### src/rtl/pulse_gen_mc.sv
// pulse_gen_mc: multi-channel programmable pulse stretcher emitting MSB-first parallel words
// Ports: clk, rstb (async active-low); i_en global enable/abort; i_pulse per-channel trigger;
// i_len per-channel length in UIs; i_retrig per-channel reload mode; o_pulse per-channel word;
// o_busy word nonzero; o_done last-word strobe; o_drop ignored-edge strobe.
module pulse_gen_mc #(
    parameter int NUM_CH     = 4,
    parameter int DATA_WIDTH = 64,
    parameter int LEN_WIDTH  = 16
) (
    input  logic                         clk,
    input  logic                         rstb,
    input  logic                         i_en,
    input  logic [NUM_CH-1:0]            i_pulse,
    input  logic [NUM_CH*LEN_WIDTH-1:0]  i_len,
    input  logic [NUM_CH-1:0]            i_retrig,
    output logic [NUM_CH*DATA_WIDTH-1:0] o_pulse,
    output logic [NUM_CH-1:0]            o_busy,
    output logic [NUM_CH-1:0]            o_done,
    output logic [NUM_CH-1:0]            o_drop
);
    typedef enum logic {IDLE, ACTIVE} state_e;
    localparam logic [LEN_WIDTH-1:0] DW_L = LEN_WIDTH'(DATA_WIDTH);
    logic [NUM_CH-1:0] pulse_q;
    always_ff @(posedge clk or negedge rstb) begin
        if (!rstb) pulse_q <= '0;
        else       pulse_q <= i_pulse;
    end
    for (genvar c = 0; c < NUM_CH; c++) begin : g_ch
        state_e                 state_q, state_d;
        logic [LEN_WIDTH-1:0]   rem_q, rem_d, len, load_rem;
        logic [DATA_WIDTH-1:0]  word_q, word_d;
        logic                   busy_q, done_q, drop_q, drop_d, done_d;
        logic                   re, act, load, run, full;
        always_comb begin
            len      = i_len[c*LEN_WIDTH +: LEN_WIDTH];
            re       = i_pulse[c] & ~pulse_q[c];
            act      = state_q == ACTIVE;
            load     = i_en & re & (len != '0) & (~act | i_retrig[c]);
            drop_d   = i_en & re & ((len == '0) | (act & ~i_retrig[c]));
            run      = load | (i_en & act);
            load_rem = load ? len : rem_q;
            full     = load_rem >= DW_L;
            // Fewer than a word left: load_rem ones packed at the MSB end
            word_d   = !run ? '0 : full ? '1 : ~({DATA_WIDTH{1'b1}} >> load_rem);
            rem_d    = (run & full) ? load_rem - DW_L : '0;
            state_d  = (run && rem_d != '0) ? ACTIVE : IDLE;
            done_d   = run & (rem_d == '0);
        end
        always_ff @(posedge clk or negedge rstb) begin
            if (!rstb) begin
                state_q <= IDLE;
                rem_q   <= '0;
                word_q  <= '0;
                busy_q  <= 1'b0;
                done_q  <= 1'b0;
                drop_q  <= 1'b0;
            end else begin
                state_q <= state_d;
                rem_q   <= rem_d;
                word_q  <= word_d;
                busy_q  <= run;
                done_q  <= done_d;
                drop_q  <= drop_d;
            end
        end
        assign o_pulse[c*DATA_WIDTH +: DATA_WIDTH] = word_q;
        assign o_busy[c] = busy_q;
        assign o_done[c] = done_q;
        assign o_drop[c] = drop_q;
    end
endmodule

### config.mk
export PLATFORM = sky130hd
export DESIGN_NAME = pulse_gen_mc
export DESIGN_NICKNAME = d
export VERILOG_FILES = /design/src/rtl/pulse_gen_mc.sv
export SDC_FILE = /design/constraint.sdc
export NUM_CORES = 1
export LEC_CHECK = 0
export CORE_AREA = 3 3 201 203
export DETAILED_ROUTE_END_ITERATION = 12
export DIE_AREA = 0 0 204 206
export SLEW_MARGIN = 30
export SYNTH_ARGS = -nofsm -noshare
export SYNTH_HDL_FRONTEND = slang
export SYNTH_SLANG_ARGS = --single-unit
### constraint.sdc
create_clock -name clk -period 4.26 [get_ports clk]
set_input_delay 0.639 -clock clk [delete_from_list [all_inputs] [get_ports clk]]
set_output_delay 0.639 -clock clk [all_outputs]
set_load 0.03 [all_outputs]
==> flow_results.org <==
** Status
- Result of the run :: completed

** Timing
- Setup repair after global routing missed its margin :: no
- At the pin with the least slew margin, the transition time is a little over 0.8 ns.
- Least setup slack across all paths after layout :: between 0.5 and 0.6 ns
- Derived from the worst setup path, the maximum achievable clock frequency is roughly 270 MHz.
- Total of endpoints with negative setup slack in the final report :: 0
- Tcrit/Tclk final :: between 80% and 90%
- Fin Setup TNS :: 0 ns
- The max-slew violation count is 0.
- Clock skew after layout :: roughly 0.018 ns
- In this run the tightest slew margin relative to its limit is 45.3%.
- Counting I/O delays and the setup requirement, the final critical path takes ~3.7 ns.
- The final hold violation count is 0.

** Power
- Dividing total power by cell area gives a power density of 906 mW/mm2.
- Leakage power :: ~9.6 nW
- Worst IR drop on VDD :: 0.379 mV

** Placed design
- Routability-driven placement finished with a final weighted congestion of 0.889.
- DP HPWL :: 37,700 um
- Buffers placed on the I/O ports in this run total 342.
- Once placement completed, the tool counted placed cells totaling roughly 2.4k.
- Post-placement worst setup slack :: 0.0430 ns
- In this run the cell area measured after placement is between 0.015 and 0.02 mm2.

** Worst setup path
- The critical path ends at g_ch[0].act.
- The slowest stage of the critical path is the sky130_fd_sc_hd__or4_4 cell.
- For the worst setup path, the data required time is 4.70 ns.
- Walking the worst path, the cells encountered are clkdlybuf4s50_1 -> or3_1 -> or4_4 -> o31ai_4 -> mux2i_1 -> ha_1 -> inv_1 -> buf_4 -> o31ai_1 -> nand3_1 -> o21ai_0 -> nor4bb_1 -> nand4_1 -> nor2b_1.
- Worst Path Class, Setup :: primary input to flop
- Setup crit end kind :: flop
- Slack of the worst reg-to-reg path :: 1.04 ns
- The largest single stage delay on the critical path is around 0.47 ns.
- Along the worst path, the maximum fanout reaches 4.
- Data arrives at the worst endpoint at 4.13 ns.
- In this run the worst setup path begins at i_len[0].
- The startpoint identified for the worst register-to-register timing path is g_ch[1].act.
- End of the worst register-to-register path :: g_ch[1].word_q[62]
- The worst register-to-register path has a depth of 12.
- Category of the worst setup path launch point :: primary input

** Finish
- Core Util, Final :: 54.6%
- Filler Cells Inserted :: 3,417
- Total area of sequential cells :: about 0.0085 mm2
- The area growth from synthesis to layout is 37.4%.
- Area used by multi-input combinational logic :: roughly 0.0063 mm2
- Final standard cell area without fillers :: around 0.021 mm2
- Share of final-layout standard cells stronger than drive strength 1 :: approximately a tenth
- After the last flow step, the layout net total stands at 2,039.
- Final Instance Count excl. Fillers :: 2,501

** Floorplanning
- Initial standard-cell utilization of the core :: approximately 40%
- Ports :: 343
- The floorplan step set the die height to about 200 um.
- Overall die width :: between 200 and 250 um
- Area of the die :: about 0.042 mm2
- The floorplan step defined a core boundary enclosing 0.0386 mm2.
- The initialized floorplan defines 72 standard-cell rows.

** CTS
- Root Buffer :: sky130_fd_sc_hd__clkbuf_16
- At the later pin of the worst-skew pair, clock insertion delay measures ~0.55 ns.
- Clock-pin slew was measured on the worst setup and hold paths at 0.06 ns.
- TritonCTS built the clock tree.
- Maximum root-to-sink buffer count :: 3
- The number of clock buffers added by TritonCTS is 37.
- Count of cells resized by post-cts repair :: 0
- Buffers added to address setup during post-CTS repair amount to 0.
- The H-tree was split into 2 levels.
- Count of hold-fix buffers inserted at cts :: 0
- The clock net in this run drives a total of between 300 and 400 sinks.

** Synth
- Number of warnings reported in the yosys synthesis log :: 0
- Top area cells in the synthesized netlist :: sky130_fd_sc_hd__dfrtp_1 (55%), sky130_fd_sc_hd__a21oi_1 (5.8%), sky130_fd_sc_hd__nor2_1 (5.1%), sky130_fd_sc_hd__o21ai_0 (4.0%), sky130_fd_sc_hd__nand2_1 (2.5%)
- Counting flops with an async set or reset pin after synthesis yields a share of 100%.
- Number of distinct library cells after synthesis :: 85
- In this run, synthesis inferred 0 flip-flops with an integrated enable.
- For this run, the leading register cell type out of synthesis is sky130_fd_sc_hd__dfrtp_1.
- Synth Instances :: 1,557
- A synthesized cell averages 9.87 um2.
- Syn nets :: between 1.5k and 2k
- Area share of the leading cell type in the synthesized netlist :: between 50% and 60%
- Share of synthesized area occupied by flip-flops and latches :: a little under three fifths
- Area of the mapped netlist :: 0.0154 mm2
- In this run, synthesis produced a sequential element count of 340.
- Cell type with the highest aggregate area in the netlist :: sky130_fd_sc_hd__dfrtp_1

** Min path
- In this run the worst hold path is classified as primary input to async pin.

** Global routing
- Combined global-route utilization of all metal layers :: roughly a quarter
- Via count of the first global-routing pass :: 13.5k
- Maximum number of pins on one net before global-route repair :: 105
- Initial antenna violation count :: 6
- The first global-routing pass estimated 78,000 um of wire.
- Remaining global-route overflow :: 0

** Drt
- The first TritonRoute pass finished after 5 iterations.
- After detailed routing, the number of vias per cell comes to around 5.4.
- Dividing the detail-routed wire length by the instance count gives 20.2 um.
- Number of DRC violations after detailed routing :: 0
- In this run the remaining antenna-violating nets after routing total 0.
- Wires add up to 50,600 um.
- Vias post-DR :: ~14k
- Violation count after the first detailed-routing iteration :: 839

** Job
- # Max-Cap Violations :: 0
==> Yosys cell counts, drive strengths merged, types with 9 or more instances <==
cell type,number
a211oi,15
a21oi,184
a22o,10
a22oi,9
a31oi,21
and2,9
and3,10
buf,46
clkbuf,46
dfrtp,340
inv,23
mux2i,34
nand2,104
nand2b,15
nand3,32
nand4,14
nor2,211
nor2b,13
nor3,63
nor4,20
o21ai,148
o31ai,12
or3,19
xnor2,27
xor2,20
==> layout by cell type (no fill, tap or decap), types with 34 or more instances in the layout <==
cell / count
sky130_fd_sc_hd__a21oi_1: 177
sky130_fd_sc_hd__buf_4: 104
sky130_fd_sc_hd__clkbuf_16: 39
sky130_fd_sc_hd__clkdlybuf4s50_1: 341
sky130_fd_sc_hd__dfrtp_1: 340
sky130_fd_sc_hd__mux2i_1: 34
sky130_fd_sc_hd__nand2_1: 103
sky130_fd_sc_hd__nor2_1: 208
sky130_fd_sc_hd__nor3_1: 60
sky130_fd_sc_hd__o21ai_0: 123
==> worst max-delay path, delay by kind of cell <==
kind                     cells  cell delay, ns
AO/OA/AOI/OAI                3            0.63
adder cells (fa/ha/maj)      1            0.20
buffers and inverters        3            0.62
multiplexers                 1            0.30
AND/OR/NAND/NOR              6            1.72
==> cells by family after synthesis <==
kind of cell             Yosys count  synth area share, %
AO/OA/AOI/OAI                    456                 17.6
XOR/XNOR                          47                 2.68
adder cells (fa/ha/maj)            8                0.651
buffers and inverters            116                 3.69
flip-flops                       340                 55.3
multiplexers                      40                 2.65
AND/OR/NAND/NOR                  550                 17.4
==> worst min-delay path by stage <==
stage               startpoint                  to  slack, ns
finish                    rstb  g_ch[0].word_q[23]       0.15
global route              rstb  g_ch[0].word_q[23]       0.20
CTS                       rstb  g_ch[0].word_q[27]       0.17
detailed placement  pulse_q[0]      g_ch[0].drop_q       0.54
global placement    pulse_q[0]      g_ch[0].drop_q       0.53
floorplan                 rstb         g_ch[0].act       0.34
==> stage by stage <==
| stage | hold WS (ns) | power [mW] |
|---|---|---|
| 2_1_floorplan | 0.343 | 11.7 |
| 3_3_place_gp | 0.532 | 15.9 |
| 3_5_place_dp | 0.537 | 15.9 |
| 4_1_cts | 0.167 | 19.2 |
| 5_1_grt | 0.201 | 20.3 |
| 6_report | 0.153 | 19.1 |
==> report_power, final <==
group	internal [mW]	total (mW)	switching, mW
combinational	4.03	11.0	7.01
clock	1.93	3.23	1.29
sequential	4.34	4.88	0.541
==> final cells by class <==
type | instances | share of cell area, %
timing repair buffer | 452 | 20.5
clock inverter | 8 | 0.468
inverter | 24 | 0.427
multi-input combinational | 1101 | 29.9
clock buffer | 56 | 5.30
sequential | 340 | 40.3
antenna | 2 | 0.0237
tap | 518 | 3.07
==> sequential cells by signal, indices dropped and copies added (netlist names) <==
name         flops
g_ch.done_q      4
g_ch.rem_q      64
g_ch.word_q    256
g_ch.busy_q      4
pulse_q          4
g_ch.act         4
g_ch.drop_q      4
==> layer usage <==
layer | vias up | part of all wire [%] | GRT usage, %
met1 | 6621 | 43 | 31.5
met5 | - | 0.12 | 0
met3 | 95 | 6.5 | 4.96
met4 | 8 | 2.9 | 7.23
li1 | 6322 | - | -
met2 | 486 | 47 | 38.8
No activity file was read; power rests on OpenSTA's default activity.
